File: src/rtl/mux8_arb_pkg.sv
// rtl/mux8_arb_pkg.sv - shared types, widths and rotating-priority pick for the 8:1 mux arbiter
package mux8_arb_pkg;

  localparam int NREQ   = 8;
  localparam int SEL_W  = 3;
  localparam int HOLD_W = 4;

  typedef enum logic {IDLE, GRANT} state_e;

  // Returns {found, index}: first set bit of mask searching ptr+1, ptr+2, ... with ptr itself last.
  function automatic logic [SEL_W:0] rr_pick(input logic [NREQ-1:0] mask,
                                             input logic [SEL_W-1:0] ptr);
    logic [SEL_W:0]   res;
    logic [SEL_W-1:0] idx;
    res = '0;
    for (int i = NREQ; i >= 1; i--) begin
      idx = ptr + SEL_W'(i);
      if (mask[idx]) res = {1'b1, idx};
    end
    return res;
  endfunction

endpackage

File: src/rtl/mux8_sel.sv
// rtl/mux8_sel.sv - gated 8:1 single-bit select of din by sel
module mux8_sel
  import mux8_arb_pkg::*;
(
  input  logic [NREQ-1:0]  din,
  input  logic [SEL_W-1:0] sel,
  input  logic             sel_valid,
  output logic             y
);

  // Forced low without a grant so y never carries a stale or unknown bit.
  assign y = sel_valid & din[sel];

endmodule

File: src/rtl/mux8_rr_arbiter.sv
// rtl/mux8_rr_arbiter.sv - round-robin 8-way arbiter driving the mux select; burst limit via MUX8_ARB_BURST_LIMIT_EN
module mux8_rr_arbiter
  import mux8_arb_pkg::*;
#(
  parameter int HOLD_MAX = 4
) (
  input  logic             clk,
  input  logic             rst_n,
  input  logic [NREQ-1:0]  req,
  input  logic [NREQ-1:0]  din,
  output logic [NREQ-1:0]  gnt,
  output logic [SEL_W-1:0] sel,
  output logic             sel_valid,
  output logic             y
);

  state_e           state_q, state_d;
  logic [SEL_W-1:0] ptr_q, ptr_d;
  logic [NREQ-1:0]  gnt_q, gnt_d;
  logic [SEL_W-1:0] sel_q, sel_d;
  logic             valid_q, valid_d;
  logic [SEL_W:0]   pick_all, pick_oth;
  logic [NREQ-1:0]  others;
  logic             owner_req, force_rot;

  assign others    = req & ~gnt_q;
  assign owner_req = req[sel_q];
  assign pick_all  = rr_pick(req, ptr_q);
  // ptr_q holds the owner while granted, so this search naturally starts just past it.
  assign pick_oth  = rr_pick(others, ptr_q);

`ifdef MUX8_ARB_BURST_LIMIT_EN
  logic [HOLD_W-1:0] hold_cnt_q, hold_cnt_d;

  // hold_cnt counts held edges, so the current cycle is granted cycle hold_cnt+1.
  assign force_rot = (|others) &&
                     (({1'b0, hold_cnt_q} + (HOLD_W+1)'(1)) >= (HOLD_W+1)'(HOLD_MAX));
`else
  assign force_rot = 1'b0;
  if (HOLD_MAX < 1 || HOLD_MAX > 15) begin : g_hold_max_out_of_range
  end
`endif

  always_comb begin
    state_d = state_q;
    ptr_d   = ptr_q;
    gnt_d   = gnt_q;
    sel_d   = sel_q;
    valid_d = valid_q;
`ifdef MUX8_ARB_BURST_LIMIT_EN
    hold_cnt_d = hold_cnt_q;
`endif
    unique case (state_q)
      IDLE: begin
        if (pick_all[SEL_W]) begin
          state_d = GRANT;
          ptr_d   = pick_all[SEL_W-1:0];
          sel_d   = pick_all[SEL_W-1:0];
          gnt_d   = NREQ'(1) << pick_all[SEL_W-1:0];
          valid_d = 1'b1;
`ifdef MUX8_ARB_BURST_LIMIT_EN
          hold_cnt_d = '0;
`endif
        end
      end
      GRANT: begin
        if (owner_req && !force_rot) begin
`ifdef MUX8_ARB_BURST_LIMIT_EN
          if (hold_cnt_q != HOLD_W'(HOLD_MAX)) hold_cnt_d = hold_cnt_q + HOLD_W'(1);
`endif
        end else if (pick_oth[SEL_W]) begin
          ptr_d   = pick_oth[SEL_W-1:0];
          sel_d   = pick_oth[SEL_W-1:0];
          gnt_d   = NREQ'(1) << pick_oth[SEL_W-1:0];
`ifdef MUX8_ARB_BURST_LIMIT_EN
          hold_cnt_d = '0;
`endif
        end else begin
          state_d = IDLE;
          gnt_d   = '0;
          sel_d   = '0;
          valid_d = 1'b0;
        end
      end
      default: state_d = IDLE;
    endcase
  end

  always_ff @(posedge clk or negedge rst_n) begin
    if (!rst_n) begin
      state_q <= IDLE;
      ptr_q   <= SEL_W'(NREQ - 1);
      gnt_q   <= '0;
      sel_q   <= '0;
      valid_q <= 1'b0;
`ifdef MUX8_ARB_BURST_LIMIT_EN
      hold_cnt_q <= '0;
`endif
    end else begin
      state_q <= state_d;
      ptr_q   <= ptr_d;
      gnt_q   <= gnt_d;
      sel_q   <= sel_d;
      valid_q <= valid_d;
`ifdef MUX8_ARB_BURST_LIMIT_EN
      hold_cnt_q <= hold_cnt_d;
`endif
    end
  end

  assign gnt       = gnt_q;
  assign sel       = sel_q;
  assign sel_valid = valid_q;

  mux8_sel u_sel (
    .din       (din),
    .sel       (sel_q),
    .sel_valid (valid_q),
    .y         (y)
  );

endmodule

File: config.mk
export PLATFORM = sky130hd
export DESIGN_NAME = mux8_rr_arbiter
export DESIGN_NICKNAME = d
export VERILOG_FILES = /design/src/rtl/mux8_arb_pkg.sv /design/src/rtl/mux8_sel.sv /design/src/rtl/mux8_rr_arbiter.sv
export SDC_FILE = /design/constraint.sdc
export NUM_CORES = 1
export LEC_CHECK = 0
export CORE_ASPECT_RATIO = 1.75
export CORE_MARGIN = 5
export CORE_UTILIZATION = 41
export CTS_CLUSTER_SIZE = 8
export DETAILED_ROUTE_END_ITERATION = 6
export PLACE_DENSITY_LB_ADDON = 0.25
export SLEW_MARGIN = 20
export SYNTH_ARGS = -nofsm -noshare
export SYNTH_HDL_FRONTEND = slang
export SYNTH_SLANG_ARGS = --single-unit
File: constraint.sdc
create_clock -name clk -period 3.7 [get_ports clk]
set_input_delay 0.37 -clock clk [delete_from_list [all_inputs] [get_ports clk]]
set_output_delay 0.37 -clock clk [all_outputs]
set_load 0.02 [all_outputs]
After elaboration in Yosys (flattened, before gate mapping)
Index checks and enable logic that the tools add are counted.
{"block": "totals", "register_bits": 16, "elab_cells": 105}
{"block": "classes", "n_addsub": 7, "order_cmp": 9, "n_eq_ne": 4, "n_shift": 2, "n_mux": 71, "bitwise": 4, "n_reduce_logical": 3}
{"cell": "2-to-1 mux 4 bit", "n": 16}
{"cell": "binary-select mux 1 bit (select 3 bit)", "n": 18}
{"cell": "less-than comparator 3 x 4 -> 1 bit (second input constant)", "n": 9}
{"cell": "2-to-1 mux 1 bit", "n": 24}
{"cell": "2-to-1 mux 8 bit", "n": 3}
{"cell": "case mux 8 bit (2 select lines)", "n": 1}
{"cell": "<< shifter 1 x 3 -> 8 bit (first input constant)", "n": 2}
{"cell": "2-to-1 mux 3 bit", "n": 5}
{"cell": "adder 3 bit (second input constant)", "n": 4}
{"cell": "case mux 3 bit (2 select lines)", "n": 2}
{"cell": "bitwise AND 8 bit", "n": 1}
{"cell": "inverter 8 bit", "n": 1}
{"cell": "adder 3 x 2 -> 3 bit (second input constant)", "n": 2}
{"cell": "inequality test 2 bit (second input constant)", "n": 3}
{"cell": "AND reduction 3 bit", "n": 2}
{"cell": "case mux 1 bit (2 select lines)", "n": 2}
{"cell": "adder 3 x 1 -> 3 bit (second input constant)", "n": 1}
{"cell": "inequality test 2 x 1 -> 1 bit (second input constant)", "n": 1}
{"cell": "AND reduction 2 bit", "n": 1}
{"cell": "bitwise AND 1 bit", "n": 1}
{"cell": "inverter 1 bit", "n": 1}

Depth between registers and ports, before layout
{"block": "logic_depth", "ltp_word": 16, "mapped_depth": 13, "mapped_depth_nobuf": 10}

Hierarchy
A second synthesis with hierarchy kept.
{"block": "unflattened", "hier_cells": 300, "area_unflattened_um2": 2825.2}
{"mod": "mux8_rr_arbiter", "instances": 1, "cells_each": 293, "area_per_inst_um2": 2753.9, "seq_area_each_um2": 404.1}
{"mod": "mux8_sel", "instances": 1, "cells_each": 7, "area_per_inst_um2": 71.3, "seq_area_each_um2": 0.0}

Least setup slack after synthesis
OpenSTA, ideal clock, no wires.
{"block": "synth_timing", "path_type": "reg-to-reg", "start": "reg ptr_q[1]", "end": "reg gnt_q[3] (netlist: gnt[3])", "arrival_ns": 3.610, "slack_ns": 0.000, "stages_incl_launch_ff": 14, "n_path_buf": 3, "period_less_slack_ns": 3.700, "cell_sequence": "dfstp_2 -> buf_6 -> inv_1 -> clkbuf_1 -> ha_1 -> buf_6 -> mux4_2 -> mux2_4 -> nor2_4 -> a221oi_1 -> or4_1 -> a41o_1 -> or2_1 -> o221ai_1"}
{"block": "synth_between", "elab_chain_cells": 14}
{"item": "from (decl)", "line_no": "mux8_rr_arbiter.sv:18", "source": "logic [SEL_W-1:0] ptr_q, ptr_d;"}
{"item": "from (signal assigned)", "line_no": "mux8_rr_arbiter.sv:92", "source": "ptr_q <= SEL_W'(NREQ - 1);"}
{"item": "from (signal assigned)", "line_no": "mux8_rr_arbiter.sv:101", "source": "ptr_q <= ptr_d;"}
{"item": "adder 3 bit / binary-select mux 1 bit (select 3 bit) (equally long branches)", "line_no": "mux8_arb_pkg.sv:17, mux8_arb_pkg.sv:18"}
{"item": "binary-select mux 1 bit (select 3 bit) / 2-to-1 mux 1 bit (equally long branches)", "line_no": "mux8_arb_pkg.sv:18", "source": "if (mask[idx]) res = {1'b1, idx};"}
{"item": "2-to-1 mux 1 bit (implied by the code) / 2-to-1 mux 4 bit (equally long branches)", "line_no": "mux8_arb_pkg.sv:18"}
{"item": "2-to-1 mux 4 bit (7 in series)", "line_no": "mux8_arb_pkg.sv:18"}
{"item": "<< shifter 1 x 3 -> 8 bit", "line_no": "mux8_rr_arbiter.sv:74", "source": "gnt_d = NREQ'(1) << pick_oth[SEL_W-1:0];"}
{"item": "2-to-1 mux 8 bit", "line_no": "mux8_rr_arbiter.sv:71", "source": "end else if (pick_oth[SEL_W]) begin"}
{"item": "2-to-1 mux 8 bit", "line_no": "mux8_rr_arbiter.sv:67", "source": "if (owner_req && !force_rot) begin"}
{"item": "case mux 8 bit (2 select lines)", "line_no": "mux8_rr_arbiter.sv:53", "source": "unique case (state_q)"}
{"item": "to (signal assigned)", "line_no": "mux8_rr_arbiter.sv:102", "source": "gnt_q <= gnt_d;"}
{"item": "to (decl)", "line_no": "mux8_rr_arbiter.sv:19", "source": "logic [NREQ-1:0] gnt_q, gnt_d;"}
Parallel ways exist; a longest one is shown, timed or not. The select of a mux whose other input is x is not followed.
A chain may end at the register's enable or synchronous reset.

Final worst setup path
{"block": "layout_timing", "start": "reg ptr_q[0]", "end": "reg gnt_q[3] (netlist: gnt[3])"}
Same word-level chain as after synthesis.

==> impl_metrics.tcl <==
set metrics [dict create \
    synthArstFlopShare 1.00 \
    viasPerCell 6.64 \
    synth_most_common_cell "nand2_1" \
    worstPathArrival_ps 3570 \
    finalNonFillerCells 398 \
    synth_seq_area_share 0.157 \
    maxSlewHeadroom 0.507 \
    period_needed_ps 3410 \
    worst-path-max-fanout 17 \
    min_path_type "reg2reg" \
    syn_to_final_growth_pct 17.5 \
    synth_top_cell_by_area "mux4_2" \
    final_max_slew_viol_count 0 \
    synth_common_cells "nand2_1, mux2i_1, mux4_2, nor2_1" \
    fin_crit_sh 0.921 \
    clk_latency_ps 250 \
    die-area_mm2 0.00802 \
    cp-end-kind "register" \
    cts_sinks 16 \
    grt_antenna_before_repair 0 \
    finalSetupViolations 0 \
    grt_max_degree 24 \
    via_count 2643 \
    post_cts.repair.setup_buffers 0 \
    synth_area_leaders "mux4_2, dfrtp_1, mux2i_1" \
    rsz0062_at_grt "false" \
    wl_um 9060 \
    fin_skew_ps 4.69 \
    portBuffers 30 \
    cts.repair.resized 0 \
    ctsHoldBuffers 0 \
    num_rows 38 \
    max-cap-violations 0 \
    crit_path_start_kind "register" \
    syn_inst 288 \
    finalHoldViolations 0 \
    worst_slew_pin_slew_ps 736 \
    antenna_cells 0 \
    dp_hpwl_um 7460 \
    yosys.area.top_type_share 0.228 \
    status "complete, no violations" \
    cts_buffer_depth 2 \
    core_area_mm2 0.00618 \
    grt_pass1_wl_um 14600 \
    critical_path_class "reg2reg" \
    grt_pass1_vias 2800 \
    syn-mean-instance-area_um2 8.93 \
    drc 0 \
    ys_types 54 \
    fmax_ghz 0.293 \
    root_buffer "clkbuf_8" \
    yosys_warnings 0 \
    synth_edf_count 0 \
    final_antenna_net_count 0 \
    numCtsBuffers 3 \
    fin_tns_setup_ps 0 \
    nNetsFinal 339 \
    syn_area_mm2 0.00257 \
    drtPass1Iterations 4 \
    drive_above_1_share 0.160 \
    cts_tree "built" \
    die_w_um 69.9 \
    track_usage 0.232 \
    required_ps 3860 \
    htree_num_levels 1 \
    cts.clk_slew.worst_paths_ps 60 \
    die_h_um 115 \
    placedCellCount 394 \
    start_util 0.416 \
    wire_per_inst_um 22.8 \
    synth_nets 308 \
    ys_ff_latch 16 \
    overflow 0 \
    globalplace.congestion 0.943 \
    io_pins 31 \
    ys.flop_type "dfrtp_1" \
    drt_iter0_drc 203 \
    fin_util 0.489 \
]
## critical path, stage by stage (launching register included)
cell and delay (ps):
dfstp_2 550, inv_2 40, ha_1 300, buf_4 250, mux4_2 400, mux2_4 320
nor2_4 110, a221oi_1 70, or4_1 560, a41o_1 220, or2_1 280, o221ai_1 210
## layout by cell type, fill, tap and decap left out, drive strengths merged, types with 11 or more instances in the layout
cell | synthesis | final
clkdlybuf4s50 | 0 | 30
nand2 | 39 | 39
nand2b | 13 | 13
buf | 10 | 12
a21oi | 13 | 13
mux2i | 28 | 28
dfrtp | 13 | 13
inv | 11 | 11
mux4 | 26 | 26
nor2 | 19 | 19
## through the flow
stage	cell area, µm²	setup WS, ps	hold WS (ps)
final	3020	291	544
after detailed placement	2970	245	532
after global placement	2970	269	541
after global routing	3020	124	583
after CTS	3020	298	550
after floorplan	2570	36.8	74.4
## worst paths after layout
check                      startpoint  depth (start not counted)  slack, ps  endpoint
setup / recovery             ptr_q[0]                         11        290    gnt[3]
hold / removal                 gnt[1]                          2        540    gnt[1]
setup reg to reg             ptr_q[0]                         11        290    gnt[3]
hold reg to reg                gnt[1]                          2        540    gnt[1]
max in group asynchronous       rst_n                          1       2680    sel[0]
min in group asynchronous       rst_n                          1        560    gnt[7]
## routing by layer
metal  vias up  share of wire  global-route usage
met1      1306           0.33               0.214
met4         0          0.066               0.159
met3        37          0.038              0.0227
met5         -              0                   0
li1       1185              -                   -
met2       115           0.57               0.463
## cell type report
| cell class | count | area [µm²] |
|---|---|---|
| multi-input combinational | 244 | 2030 |
| inverter | 12 | 45.0 |
| fill | 600 | 3160 |
| sequential | 16 | 404 |
| clock buffer | 4 | 55.1 |
| timing repair buffer | 42 | 390 |
| tap | 80 | 100 |
## cell families (layout without fill, tap and decap cells)
family	after synthesis	count (layout)	share of synthesized area
AO/OA/AOI/OAI	74	74	0.202
XOR/XNOR	5	5	0.0170
adder cells (fa/ha/maj)	2	2	0.00973
buffers and inverters	28	58	0.0550
flip-flops	16	16	0.157
multiplexers	59	59	0.360
AND/OR/NAND/NOR	104	104	0.199
## flip-flops by register name, summed over array words and instances, names as in the netlist
signal     flops
gnt            8
ptr_q          3
sel            3
sel_valid      1
state_q        1
Power is left out: the tool's default activity adds up to more than one toggle a clock period on the data nets, which glitch-free logic cannot reach.
